## src/rtl/demux_stream_sched_if.sv

```systemverilog
// Stream-in / demux-out handshake bundle for demux_stream_sched.
// slave = scheduler side, master = producer/consumer side.
interface demux_stream_sched_if #(
  parameter int DATA_W  = 8,
  parameter int NUM_OUT = 2,
  parameter int SEL_W   = 1
);
  logic               in_valid;
  logic               in_ready;
  logic [DATA_W-1:0]  in_data;
  logic [SEL_W-1:0]   in_dest;
  logic               in_auto;
  logic [NUM_OUT-1:0] out_valid;
  logic [NUM_OUT-1:0] out_ready;
  logic [DATA_W-1:0]  out_data;
  logic               err;
  logic [15:0]        xfer_cnt;
  logic               busy;

  modport slave (
    input  in_valid, in_data, in_dest, in_auto,
    input  out_ready,
    output in_ready, out_valid, out_data,
    output err, xfer_cnt, busy
  );

  modport master (
    output in_valid, in_data, in_dest, in_auto,
    output out_ready,
    input  in_ready, out_valid, out_data,
    input  err, xfer_cnt, busy
  );
endinterface

```

## src/rtl/demux_stream_sched.sv

```systemverilog
// Scheduler for a shared 1xN demux: one input stream, N outputs.
// Optional SEND timeout enabled by macro DEMUX_SCHED_TIMEOUT_EN.
module demux_stream_sched #(
  parameter int DATA_W  = 8,
  parameter int NUM_OUT = 2,
  parameter int SEL_W   = 1,
  parameter int TIMEOUT = 15
) (
  input logic clk,
  input logic rst,
  demux_stream_sched_if.slave bus
);

  typedef enum logic {
    IDLE,
    SEND
  } state_t;

  localparam logic [NUM_OUT-1:0] ONE =
    NUM_OUT'(1);
  localparam logic [SEL_W-1:0] LAST =
    SEL_W'(NUM_OUT - 1);

  state_t           state;
  logic [SEL_W-1:0] rr_ptr;
  logic [SEL_W-1:0] dest_q;
  logic             auto_q;

  logic [SEL_W-1:0] dest_sel;
  logic [SEL_W-1:0] rr_nxt;
  logic             dest_ok;
  logic             take;
  logic             hit;

`ifdef DEMUX_SCHED_TIMEOUT_EN
  localparam int TW = $clog2(TIMEOUT + 1);
  localparam logic [TW-1:0] TO_LAST =
    TW'(TIMEOUT - 1);
  logic [TW-1:0] to_cnt;
`endif

  // destination pick, legality and pointer wrap
  always_comb begin
    dest_sel = bus.in_auto ? rr_ptr
                           : bus.in_dest;
    dest_ok  = bus.in_auto ||
               (32'(bus.in_dest) < NUM_OUT);
    rr_nxt   = (rr_ptr == LAST) ? '0
                                : rr_ptr + 1'b1;
    take     = bus.in_valid && bus.in_ready;
    hit      = bus.out_ready[dest_q];
  end

  // IDLE/SEND sequencer with registered outputs
  always_ff @(posedge clk or posedge rst) begin
    if (rst) begin
      state         <= IDLE;
      rr_ptr        <= '0;
      dest_q        <= '0;
      auto_q        <= 1'b0;
      bus.in_ready  <= 1'b0;
      bus.out_valid <= '0;
      bus.out_data  <= '0;
      bus.err       <= 1'b0;
      bus.xfer_cnt  <= '0;
      bus.busy      <= 1'b0;
`ifdef DEMUX_SCHED_TIMEOUT_EN
      to_cnt        <= '0;
`endif
    end else begin
      bus.err <= 1'b0;
      unique case (state)
        IDLE: begin
          bus.in_ready <= 1'b1;
          if (take && dest_ok) begin
            state         <= SEND;
            dest_q        <= dest_sel;
            auto_q        <= bus.in_auto;
            bus.out_data  <= bus.in_data;
            bus.out_valid <= ONE << dest_sel;
            bus.in_ready  <= 1'b0;
            bus.busy      <= 1'b1;
`ifdef DEMUX_SCHED_TIMEOUT_EN
            to_cnt        <= '0;
`endif
          end else if (take) begin
            // illegal explicit index: drop word
            bus.err <= 1'b1;
          end
        end
        SEND: begin
          if (hit) begin
            state         <= IDLE;
            bus.out_valid <= '0;
            bus.in_ready  <= 1'b1;
            bus.busy      <= 1'b0;
            bus.xfer_cnt  <= bus.xfer_cnt + 16'd1;
            if (auto_q)
              rr_ptr <= rr_nxt;
`ifdef DEMUX_SCHED_TIMEOUT_EN
          end else if (to_cnt == TO_LAST) begin
            // stalled channel: drop, still skip it
            state         <= IDLE;
            bus.out_valid <= '0;
            bus.in_ready  <= 1'b1;
            bus.busy      <= 1'b0;
            bus.err       <= 1'b1;
            if (auto_q)
              rr_ptr <= rr_nxt;
          end else begin
            to_cnt <= to_cnt + 1'b1;
`endif
          end
        end
        default: state <= IDLE;
      endcase
    end
  end

endmodule

```

## src/flat_wrapper.sv

```systemverilog
// flat-port wrapper written by rule: the top's interface ports become plain ports
module demux_stream_sched_flat 
#(
  parameter int DATA_W  = 8,
  parameter int NUM_OUT = 2,
  parameter int SEL_W   = 1,
  parameter int TIMEOUT = 15
)
  (clk, rst, bus_in_valid, bus_in_data, bus_in_dest, bus_in_auto, bus_out_ready, bus_in_ready, bus_out_valid, bus_out_data, bus_err, bus_xfer_cnt, bus_busy);
  demux_stream_sched_if #(.DATA_W(DATA_W), .NUM_OUT(NUM_OUT), .SEL_W(SEL_W)) bus_i ();
  input logic clk;
  input logic rst;
  input wire logic [$bits(bus_i.in_valid)-1:0] bus_in_valid;
  input wire logic [$bits(bus_i.in_data)-1:0] bus_in_data;
  input wire logic [$bits(bus_i.in_dest)-1:0] bus_in_dest;
  input wire logic [$bits(bus_i.in_auto)-1:0] bus_in_auto;
  input wire logic [$bits(bus_i.out_ready)-1:0] bus_out_ready;
  output wire logic [$bits(bus_i.in_ready)-1:0] bus_in_ready;
  output wire logic [$bits(bus_i.out_valid)-1:0] bus_out_valid;
  output wire logic [$bits(bus_i.out_data)-1:0] bus_out_data;
  output wire logic [$bits(bus_i.err)-1:0] bus_err;
  output wire logic [$bits(bus_i.xfer_cnt)-1:0] bus_xfer_cnt;
  output wire logic [$bits(bus_i.busy)-1:0] bus_busy;
  assign bus_i.in_valid = bus_in_valid;
  assign bus_i.in_data = bus_in_data;
  assign bus_i.in_dest = bus_in_dest;
  assign bus_i.in_auto = bus_in_auto;
  assign bus_i.out_ready = bus_out_ready;
  assign bus_in_ready = bus_i.in_ready;
  assign bus_out_valid = bus_i.out_valid;
  assign bus_out_data = bus_i.out_data;
  assign bus_err = bus_i.err;
  assign bus_xfer_cnt = bus_i.xfer_cnt;
  assign bus_busy = bus_i.busy;
  demux_stream_sched #(.DATA_W(DATA_W), .NUM_OUT(NUM_OUT), .SEL_W(SEL_W), .TIMEOUT(TIMEOUT)) u_core (.clk(clk), .rst(rst), .bus(bus_i));
endmodule
```

## config.mk

```make
export PLATFORM = sky130hd
export DESIGN_NAME = demux_stream_sched_flat
export DESIGN_NICKNAME = d
export VERILOG_FILES = /design/src/rtl/demux_stream_sched_if.sv /design/src/rtl/demux_stream_sched.sv /design/src/flat_wrapper.sv
export SDC_FILE = /design/constraint.sdc
export NUM_CORES = 1
export LEC_CHECK = 0
export ABC_CLOCK_PERIOD_IN_PS = 1900
export CORE_UTILIZATION = 44
export DETAILED_ROUTE_END_ITERATION = 10
export PLACE_DENSITY = 0.89
export SKIP_CTS_REPAIR_TIMING = 1
export SLEW_MARGIN = 30
export SYNTH_ARGS = -nofsm -noshare
export SYNTH_HDL_FRONTEND = slang
export SYNTH_SLANG_ARGS = --single-unit
```

## constraint.sdc

```tcl
create_clock -name clk -period 1.9 [get_ports clk]
set_clock_uncertainty 0.1 [all_clocks]
set_input_delay 0.285 -clock clk [delete_from_list [all_inputs] [get_ports clk]]
set_output_delay 0.285 -clock clk [all_outputs]
set_load 0.02 [all_outputs]
```

==> impl_metrics.ini, run 1 <==
[sta]
slew_viol_final = 0
relSlewSlack_pct = 66.89
min_period_ns = 1.813
hold_viol = 0
fin_tns_setup_ns = 0
rsz0062_at_grt = false
fmax_mhz = 551.6
fin_crit_sh_pct = 95.42
worst_slew_pin_slew_ns = 0.4870
finalSetupViolCount = 0

[synth]
synthesis.instances = 127
ys_types = 23
synth_fp_nets = 143
ys_ff_latch = 32
yosys_warnings = 0
synthesis.area_um2 = 1330
avgSynthCellArea_um2 = 10.47
ys_seq_area_share_pct = 60.21
synth_top_family_by_area = simple AND/OR/NAND/NOR gates
synth_fa_ha_area_share_pct = 0.9407
synth_xor_area_share_pct = 10.54
synth-simple-area-share_pct = 23.89
synth-compound-area-share_pct = 0.9407
synth_mux_area_share_pct = 1.787

[cells_and_area]
layout_commonest_cell = clkdlybuf4s50_1
finalNetCount = 191
seq_area_um2 = 800.8
syn2layout_area_growth_pct = 38.95
mostFrequentLayoutCells = clkdlybuf4s50_1, nand2_1, dfrtp_1, xnor2_1
diodes = 0
multi_input_area_um2 = 510.5
drive_gt1_share_pct = 7.386
nFillCells = 232
final_cells = 207

[floorplan]
start_util_pct = 47.41
dieArea_um2 = 3247
die_w_um = 56.98
io_pins = 44
coreArea_um2 = 2805
fp.dieH_um = 56.98
rows = 19

[power]
power.density_nw_per_um2 = 1378
peakVddDrop_mv = 0.8986
p_leak_nw = 0.8440

[route]
drt_iter0_drc = 30
ant_nets = 0
maxUsedRoutingLayer = met4
via_count = 1068
remaining_drc_errors = 10
dr_wl_met2_um = 1373
firstDrtPassIters = 7
wl_met1_um = 1184
route.met3.wl_um = 188
wire_per_inst_um = 13.60
viasPerCell = 5.159
wl_um = 2816

[placed_design]
port-buffer-count = 42
dp_hpwl_um = 2075
placedCellCount = 199
gp_congestion = 0.7499

[clock_network]
tritoncts = yes
clockRootBuffer = clkbuf_4
cts_buffers = 5
htree_levels = 2
worstSkewPairLatency_ns = 0.32
clock_sinks = 32
clock_path_buffers = 2
clkTransAtPathRegs_ns = 0.09

[min_path]
hold_class = in -> async

[worst_setup_path]
crit_path_end_kind = output port
worstPathCellList = clkdlybuf4s50_1
max_stage_delay_ns = 0.65
reg2reg_slack_ns = 0.33
cp_top_family = buffers and inverters
required_ns = 1.51
cp_max_fo = 6
ff2ff_path_depth = 4
path_class = reg -> out
cpMaxStageDelayCell = clkdlybuf4s50_1
critPathArrivalTime_ns = 1.43
timing.rr.end = u_core.bus.xfer_cnt[5]
cp-start-kind = register
path_buf_inv = 1
r2r_start = u_core.dest_q

[grt]
grt_pass1_wl_um = 4816
grt_max_degree = 33
antenna_found_initial = 0
grt_pass1_vias = 1091
track_usage_pct = 20.03
overflow = 0

[flow_run]
max_cap_violations = 0

[outcome]
violations = DRC
status = finished with violations
[worst max-delay path by stage]
stage | start | to | slack [ns] | cells past startpoint
after floorplan | u_core.bus.xfer_cnt[2] | u_core.bus.xfer_cnt[13] | 0.38 | 4
after CTS | u_core.bus.xfer_cnt[7] | bus_xfer_cnt[7] | 0.08 | 1
after detailed placement | bus_out_ready[1] | u_core.bus.xfer_cnt[5] | 0.04 | 5
after global placement | bus_out_ready[1] | u_core.bus.xfer_cnt[5] | 0.11 | 5
final | u_core.bus.xfer_cnt[3] | bus_xfer_cnt[3] | 0.09 | 1
after global routing | u_core.bus.xfer_cnt[3] | bus_xfer_cnt[3] | 0.03 | 1
[layer usage]
layer | up-vias | GRT usage, %
li1 | 506 | -
met1 | 505 | 23.17
met2 | 47 | 33.28
met3 | 10 | 6.122
met4 | 0 | 11.15
met5 | - | 0
[registers in the layout, summed over array words and instances (netlist names)]
register / flops
u_core.auto_q: 1
u_core.state: 1
u_core.bus.out_valid: 2
u_core.rr_ptr: 1
u_core.bus.in_ready: 1
u_core.dest_q: 1
u_core.bus.out_data: 8
u_core.bus.busy: 1
u_core.bus.xfer_cnt: 16
[synthesized netlist by cell type]
master    count  share of area [%]
and3_1        3                1.4
buf_4         1               0.56
conb_1        1               0.28
nor2b_1       1               0.47
clkbuf_1      2               0.56
inv_1         1               0.28
nand2_1      40                 11
o21a_1        1               0.56
mux2i_1       1               0.75
o21ai_0       1               0.38
nor2_1        7                2.0
mux2i_2       1                1.0
or2_2         1               0.47
ha_1          1               0.94
xnor2_1      10                6.6
nor3_1        1               0.38
nor3_2        2                1.5
nand4_1       5                2.4
nor4_2        1               0.94
dfrtp_1      32                 60
nand3_1       7                2.6
xor2_1        6                4.0
nand2b_1      1               0.47
[metrics by stage]
step	instance area [um2]	hold slack [ns]	power (mW)	setup slack [ns]	utilization, %
after floorplan	1330	0.2904	1.645	0.3825	-
after global placement	1789	0.3571	2.106	0.1090	63.78
after CTS	1848	0.2351	2.566	0.07666	65.88
final	1848	0.2372	2.547	0.08699	65.88
after global routing	1848	0.2585	2.695	0.02517	65.88
after detailed placement	1789	0.3705	2.156	0.03989	63.78
[power breakdown]
group	internal (mW)	switching (mW)	leakage, nW
Sequential	0.903	0.193	0.402
Combinational	0.494	0.554	0.409
Clock	0.183	0.220	0.0326
[logic make-up after synthesis]
logic type	after synthesis
multiplexers	2
buffers and inverters	4
XOR/XNOR	16
other	1
AND/OR/NAND/NOR	69
flip-flops	32
AO/OA/AOI/OAI	2
adder cells (fa/ha/maj)	1
[final cells by class]
type | count | share of cell area (%)
flip-flops and latches | 32 | 43.33
multi-input cells | 91 | 27.62
repair buffers | 44 | 23.56
clock buffers | 8 | 3.182
well taps | 31 | 2.099
inverters | 1 | 0.2031
(Power assumes the default switching activity.)
==> run 2: changes to the inputs <==
- ABC_CLOCK_PERIOD_IN_PS: 1900 -> 2000
- CELL_PAD_IN_SITES_DETAIL_PLACEMENT: not set -> 0
- CELL_PAD_IN_SITES_GLOBAL_PLACEMENT: not set -> 1
- CORE_UTILIZATION: 44 -> 34
- PLACE_DENSITY: 0.89 -> 0.9
- clock period: 1.9 -> 2 ns (I/O delays scaled with it)
==> impl_metrics.ini, run 2 (synthesis gave the netlist of run 1 again) <==
[sta]
fmax_mhz = 559.3
slew_viol_final = 0
finalSetupViolCount = 0
fin_tns_setup_ns = 0
fin_crit_sh_pct = 89.39
worst_slew_pin_slew_ns = 0.4983
hold_viol = 0
relSlewSlack_pct = 66.12
min_period_ns = 1.788
rsz0062_at_grt = false

[worst_setup_path]
max_stage_delay_ns = 0.65
path_buf_inv = 1
reg2reg_slack_ns = 0.43
cp_max_fo = 6
critPathArrivalTime_ns = 1.39
r2r_start = u_core.dest_q
cp-start-kind = register
cpMaxStageDelayCell = clkdlybuf4s50_1
worstPathCellList = clkdlybuf4s50_1
path_class = reg -> out
ff2ff_path_depth = 4
timing.rr.end = u_core.bus.xfer_cnt[9]
crit_path_end_kind = output port
required_ns = 1.60
cp_top_family = buffers and inverters

[route]
wl_um = 2697
firstDrtPassIters = 4
via_count = 1035
drt_iter0_drc = 19
viasPerCell = 4.621
wire_per_inst_um = 12.04
remaining_drc_errors = 0
ant_nets = 0

[power]
p_comb_share_pct = 39.0
power.density_nw_per_um2 = 1323
p_leak_nw = 0.8570
switching_share_pct = 36.03
peakVddDrop_mv = 0.5796
power.internal_mw = 1.608
switchingPower_mw = 0.9061
clkPwrFrac_pct = 19.7
p_seq_share_pct = 41.3

[cells_and_area]
regMostFlops = u_core.bus.xfer_cnt
top_regs = u_core.bus.xfer_cnt x16, u_core.bus.out_data x8, u_core.bus.out_valid x2
diodes = 0
finalNetCount = 191
drive_gt1_share_pct = 7.386
layout_commonest_cell = clkdlybuf4s50_1
largest_reg_flops = 16
syn2layout_area_growth_pct = 42.90
utilization_pct = 51.14
mostFrequentLayoutCells = clkdlybuf4s50_1, nand2_1, dfrtp_1, xnor2_1

[grt]
track_usage_pct = 15.39
antenna_found_initial = 0
grt_pass1_wl_um = 4809
grt_pass1_vias = 1112
overflow = 0
grt_max_degree = 33

[floorplan]
start_util_pct = 35.79
coreArea_um2 = 3716
dieArea_um2 = 4166
rows = 22
fp.dieH_um = 64.55
die_w_um = 64.55
io_pins = 44

[clock_network]
htree_levels = 2
clockRootBuffer = clkbuf_8
cts_buffers = 5
worstSkewPairLatency_ns = 0.28
clkTransAtPathRegs_ns = 0.06
clock_path_buffers = 2
clock_sinks = 32
tritoncts = yes

[outcome]
status = complete, no violations

[flow_run]
max_cap_violations = 0

[min_path]
hold_class = in -> async

[placed_design]
dp_hpwl_um = 2065
gp_congestion = 0.8049
port-buffer-count = 42
[run 2: routing by layer]
| layer | GRT usage, % | share of wire, % | vias to the layer above |
|---|---|---|---|
| met5 | 0 | 0 | - |
| met4 | 5.833 | 1.2 | 0 |
| met3 | 7.923 | 9.5 | 3 |
| met2 | 24.74 | 48 | 40 |
| met1 | 17.31 | 41 | 490 |
| li1 | - | - | 502 |
[run 2: metrics by stage]
step                      area [um2]  total power, mW  hold slack [ns]  worst slack [ns]  std cells
after floorplan                 1330            1.562           0.3054            0.4825        127
after global placement          1810            2.018           0.3573            0.1653        216
after detailed placement        1810            2.042           0.3620            0.1403        216
after CTS                       1901            2.547           0.3277            0.2087        224
after global routing            1901            2.688           0.3481            0.1568        224
final                           1901            2.515           0.3122            0.2121        224
[run 2: layout make-up]
type / instances / area, um2
fill: 356 / 1815
sequential: 32 / 800.8
multi-input combinational: 91 / 510.5
timing repair buffer: 44 / 435.4
clock buffer: 8 / 90.09
tap: 48 / 60.06
inverter: 1 / 3.754
[run 2: worst max-delay path by stage]
stage / from / endpoint / slack (ns) / cells past startpoint
2_1_floorplan: u_core.bus.xfer_cnt[2] / u_core.bus.xfer_cnt[13] / 0.48 / 4
3_3_place_gp: bus_out_ready[1] / u_core.bus.xfer_cnt[5] / 0.17 / 5
3_5_place_dp: bus_out_ready[1] / u_core.bus.xfer_cnt[5] / 0.14 / 5
4_1_cts: u_core.bus.xfer_cnt[3] / bus_xfer_cnt[3] / 0.21 / 1
5_1_grt: u_core.bus.xfer_cnt[3] / bus_xfer_cnt[3] / 0.16 / 1
6_report: u_core.bus.xfer_cnt[3] / bus_xfer_cnt[3] / 0.21 / 1
[run 2: power by group through the flow]
stage	sequential (mW)	clock [mW]	combinational, mW
CTS	1.04	0.509	0.996
finish	1.04	0.495	0.981
global route	1.07	0.543	1.07
detailed placement	1.05	0	0.991
floorplan	1.23	0	0.333
global placement	1.04	0	0.978
==> run 3: changes to the inputs <==
- CORE_UTILIZATION: 34 -> 35
- CTS_BUF_LIST: not set -> sky130_fd_sc_hd__clkbuf_4 sky130_fd_sc_hd__clkbuf_8
- PLACE_DENSITY: 0.9 -> 0.92
==> impl_metrics.ini, run 3 (synthesis gave the netlist of run 1 again) <==
[power]
clkPwrFrac_pct = 20.5
power.internal_mw = 1.642
p_comb_share_pct = 38.9
switching_share_pct = 35.72
p_leak_nw = 0.8670
peakVddDrop_mv = 0.8255
total_power_mw = 2.555
p_seq_share_pct = 40.7
switchingPower_mw = 0.9125
power.density_nw_per_um2 = 1334

[sta]
fin_crit_sh_pct = 87.68
rsz0062_at_grt = false
relSlewSlack_pct = 67.41
fin_tns_setup_ns = 0
min_period_ns = 1.754
worst_slew_pin_slew_ns = 0.4793
fmax_mhz = 570.3
finalSetupViolCount = 0
hold_viol = 0
slew_viol_final = 0
setup_ws_ns = 0.2464

[floorplan]
start_util_pct = 36.33
die_w_um = 63.65
io_pins = 44
fp.dieH_um = 63.65
coreArea_um2 = 3661
rows = 22
dieArea_um2 = 4051

[clock_network]
clkTransAtPathRegs_ns = 0.06
tritoncts = yes
clock_path_buffers = 2
worstSkewPairLatency_ns = 0.28
clockRootBuffer = clkbuf_8
htree_levels = 2
clock_sinks = 32
cts_buffers = 5

[worst_setup_path]
path_class = reg -> out
path_buf_inv = 1
cp_max_fo = 6
required_ns = 1.60
critPathArrivalTime_ns = 1.35
cp-start-kind = register
max_stage_delay_ns = 0.64
cp_top_family = buffers and inverters
crit_path_end_kind = output port
worstPathCellList = clkdlybuf4s50_1
cpMaxStageDelayCell = clkdlybuf4s50_1

[route]
via_count = 1048
wire_per_inst_um = 11.83
wl_um = 2649
drt_iter0_drc = 28
viasPerCell = 4.679
firstDrtPassIters = 4
remaining_drc_errors = 0
ant_nets = 0

[cells_and_area]
mostFrequentLayoutCells = clkdlybuf4s50_1, nand2_1, dfrtp_1, xnor2_1
diodes = 0
largest_reg_flops = 16
drive_gt1_share_pct = 8.523
syn2layout_area_growth_pct = 43.93
regMostFlops = u_core.bus.xfer_cnt
finalNetCount = 192
top_regs = u_core.bus.xfer_cnt x16, u_core.bus.out_data x8, u_core.bus.out_valid x2
layout_commonest_cell = clkdlybuf4s50_1

[placed_design]
dp_hpwl_um = 2046
port-buffer-count = 42
gp_congestion = 0.7261
pre_cts_slack_ns = 0.1335

[grt]
antenna_found_initial = 0
grt_max_degree = 25
overflow = 0
track_usage_pct = 15.12
grt_pass1_wl_um = 4629
grt_pass1_vias = 1046

[outcome]
status = complete, no violations

[min_path]
hold_class = in -> async

[flow_run]
max_cap_violations = 0
==> run 3: path summary, 6_finish.rpt <==
check                                        from                endpoint  slack [ns]  cells after the start
setup / recovery           u_core.bus.xfer_cnt[3]         bus_xfer_cnt[3]        0.25                      1
setup reg to reg                    u_core.dest_q  u_core.bus.xfer_cnt[5]        0.44                      4
hold reg to reg            u_core.bus.out_data[6]  u_core.bus.out_data[6]        0.37                      2
max in group asynchronous                     rst  u_core.bus.xfer_cnt[6]        1.02                      3
hold / removal                                rst  u_core.bus.out_data[6]        0.17                      2
min in group clk           u_core.bus.out_data[6]  u_core.bus.out_data[6]        0.37                      2
==> run 3: power by group through the flow <==
stage          Clock, mW  Sequential [mW]  Combinational (mW)
2_1_floorplan          0             1.23               0.333
3_3_place_gp           0             1.04               0.982
3_5_place_dp           0             1.05                1.00
4_1_cts            0.538             1.04                1.01
5_1_grt            0.572             1.07                1.09
6_report           0.523             1.04               0.993
==> run 3: cell type report <==
cell class / count / area [um2]
clock buffers: 7 / 96.34
repair buffers: 45 / 442.9
multi-input cells: 91 / 510.5
fillers: 341 / 1747
well taps: 48 / 60.06
flip-flops and latches: 32 / 800.8
inverters: 1 / 3.754
==> run 3: per-stage QoR <==
| step | util, % | std cells | area [um2] | hold slack [ns] |
|---|---|---|---|---|
| floorplan | - | 127 | 1330 | 0.3054 |
| global placement | 49.66 | 217 | 1818 | 0.3573 |
| detailed placement | 49.66 | 217 | 1818 | 0.3611 |
| CTS | 52.29 | 224 | 1914 | 0.1855 |
| global route | 52.29 | 224 | 1914 | 0.2017 |
| finish | 52.29 | 224 | 1914 | 0.1715 |
==> run 3: per-layer routing <==
layer  wire length, um  global-route usage [%]
met1              1132                   17.11
met2              1286                   24.20
met3               185                   6.341
met4                44                   7.670
met5                 0                       0
==> patch, RTL diff (settings of run 1) <==
Build with the macro `DEMUX_SCHED_TIMEOUT_EN` defined.
--- a/src/rtl/demux_stream_sched.sv
+++ b/src/rtl/demux_stream_sched.sv
@@ -1,5 +1,7 @@
 // Scheduler for a shared 1xN demux: one input stream, N outputs.
 // Optional SEND timeout enabled by macro DEMUX_SCHED_TIMEOUT_EN.
+`define DEMUX_SCHED_TIMEOUT_EN
+
 module demux_stream_sched #(
   parameter int DATA_W  = 8,
   parameter int NUM_OUT = 2,
Behaviour: same outputs for any inputs over 10 cycles, from zero or initial values and one cycle with rst high; that may be too few to reach the edited logic, so the function may still have changed.
==> patch against run 1 <==
Sequential cell count up 5; area after synthesis up 19%; worst setup slack better by 0.015 ns; design area up 19%; wire length up 7.7%; total power up 19%; cell count up 22%; critical endpoint is now bus_xfer_cnt[9]; largest cell class unchanged.
==> patch: results (changes against run 1) <==
Global routing
  – Pin count of the biggest net entering global routing: 38 (+15%)
  – Gr usage total: 18.7% (-1.3 points)
  – Vias in the first global route: 1153 (+5.7%)
  – Total gr overflow: 0 (unchanged)
  – First-pass GRT wire length: 5040 um (+4.7%)

Finish
  – Nets: 224 (+17%)
  – Share of cells above drive strength 1: 10.2% (+2.8 points)
  – Top Registers: u_core.bus.xfer_cnt: 16 flops, u_core.bus.out_data: 8 flops, u_core.to_cnt: 4 flops

Routing
  – Drt wl/cell: 12.0 um (-12%)
  – 1st-pass router iterations: 4 (-3)
  – Iter 0 DRT Violations: 36 (+20%)
  – Vias/cell: 4.87 (-5.7%)

Outcome
  – Outcome: finished, final reports clean

Timing
  – Slew Limit Headroom: 70.7% (+3.8 points)

Power
  – Maximum vdd drop: 0.000700 V (-22%)
  – P_leak: 1.00 nW (+19%)

Worst hold path
  – Worst hold-check path type: in -> async

Clock tree
  – Worst-skew pair later-pin latency: 0.35 ns (+0.03 ns)
  – Clock slew at reported path FFs: 0.11 ns (+0.02 ns)
  – CTS Buf Count: 5 (unchanged)

Logic synthesis
  – Top cells by area, synth: dfrtp_1 (58%), nand2_1 (9.5%), xnor2_1 (6.1%)
  – Post-Synthesis Net Count: 168 (+17%)
  – Seq/Total Area, Yosys: 58.4% (-1.8 points)
  – Unique masters post-synth: 31 (+35%)
  – Commonest cells in the netlist: nand2_1 (40), dfrtp_1 (37), nand3_1 (12)

Critical path
  – Max incr delay on CP: 0.63 ns (-0.02 ns)
  – Critical Path AT: 1.41 ns (-0.02 ns)
  – CP max stage cell: clkdlybuf4s50_1
  – Worst Path Max Fanout: 5 (-1)

Placement
  – Dpl hpwl: 2140 um (+3.1%)
  – Routability Congestion: 0.831 (+11%)
  – Port bufs: 43 (+2.4%)
-- patch: metal layers --
layer / track usage (%) / wire [um]
met3: 6.63 / 173
met4: 9.84 / 60
met5: 0 / 0
met1: 22.7 / 1380
met2: 29.3 / 1410
-- patch: cells by family (layout without fill, tap and decap cells) --
logic type,count (synthesis),count (layout),share of synthesized area [%]
AND/OR/NAND/NOR,72,72,21.3
adder cells (fa/ha/maj),3,3,2.37
flip-flops,37,37,58.4
multiplexers,3,3,2.21
XOR/XNOR,16,16,8.84
AO/OA/AOI/OAI,11,11,4.42
buffers and inverters,8,64,2.45
-- patch: power breakdown --
part | leakage (nW) | switching [mW] | internal (mW)
Sequential | 0.468 | 0.231 | 1.04
Clock | 0.0410 | 0.260 | 0.268
Combinational | 0.493 | 0.629 | 0.611
-- patch: worst paths after layout --
path / startpoint / end / slack [ns] / cells past startpoint
min: rst / u_core.bus.out_data[6] / 0.22 / 3
min in group clk: bus_in_data[6] / u_core.bus.out_data[6] / 0.35 / 3
max: u_core.bus.xfer_cnt[9] / bus_xfer_cnt[9] / 0.10 / 1
max reg2reg: u_core.dest_q / u_core.bus.xfer_cnt[10] / 0.26 / 5
max in group asynchronous: rst / u_core.bus.xfer_cnt[4] / 1.16 / 3
min reg2reg: u_core.bus.xfer_cnt[15] / u_core.bus.xfer_cnt[15] / 0.38 / 1
-- patch: layout make-up --
class / count / area (um2)
fillers: 269 / 1180
well taps: 46 / 57.6
clock inverters: 2 / 35.0
clock buffers: 5 / 37.5
multi-input cells: 105 / 629
flip-flops and latches: 37 / 926
inverters: 4 / 15.0
repair buffers: 53 / 508
-- patch: per-stage QoR --
stage                     worst slack [ns]  std cells  TNS, ns  instance area (um2)  hold WS [ns]
after CTS                           0.0425        252        0                 2200         0.229
after detailed placement           -0.0929        245   -0.530                 2120         0.363
after global placement             -0.0532        245   -0.182                 2120         0.360
after global routing                0.0331        252        0                 2210         0.291
after floorplan                      0.209        150        0                 1590         0.290
final                                0.102        252        0                 2210         0.219
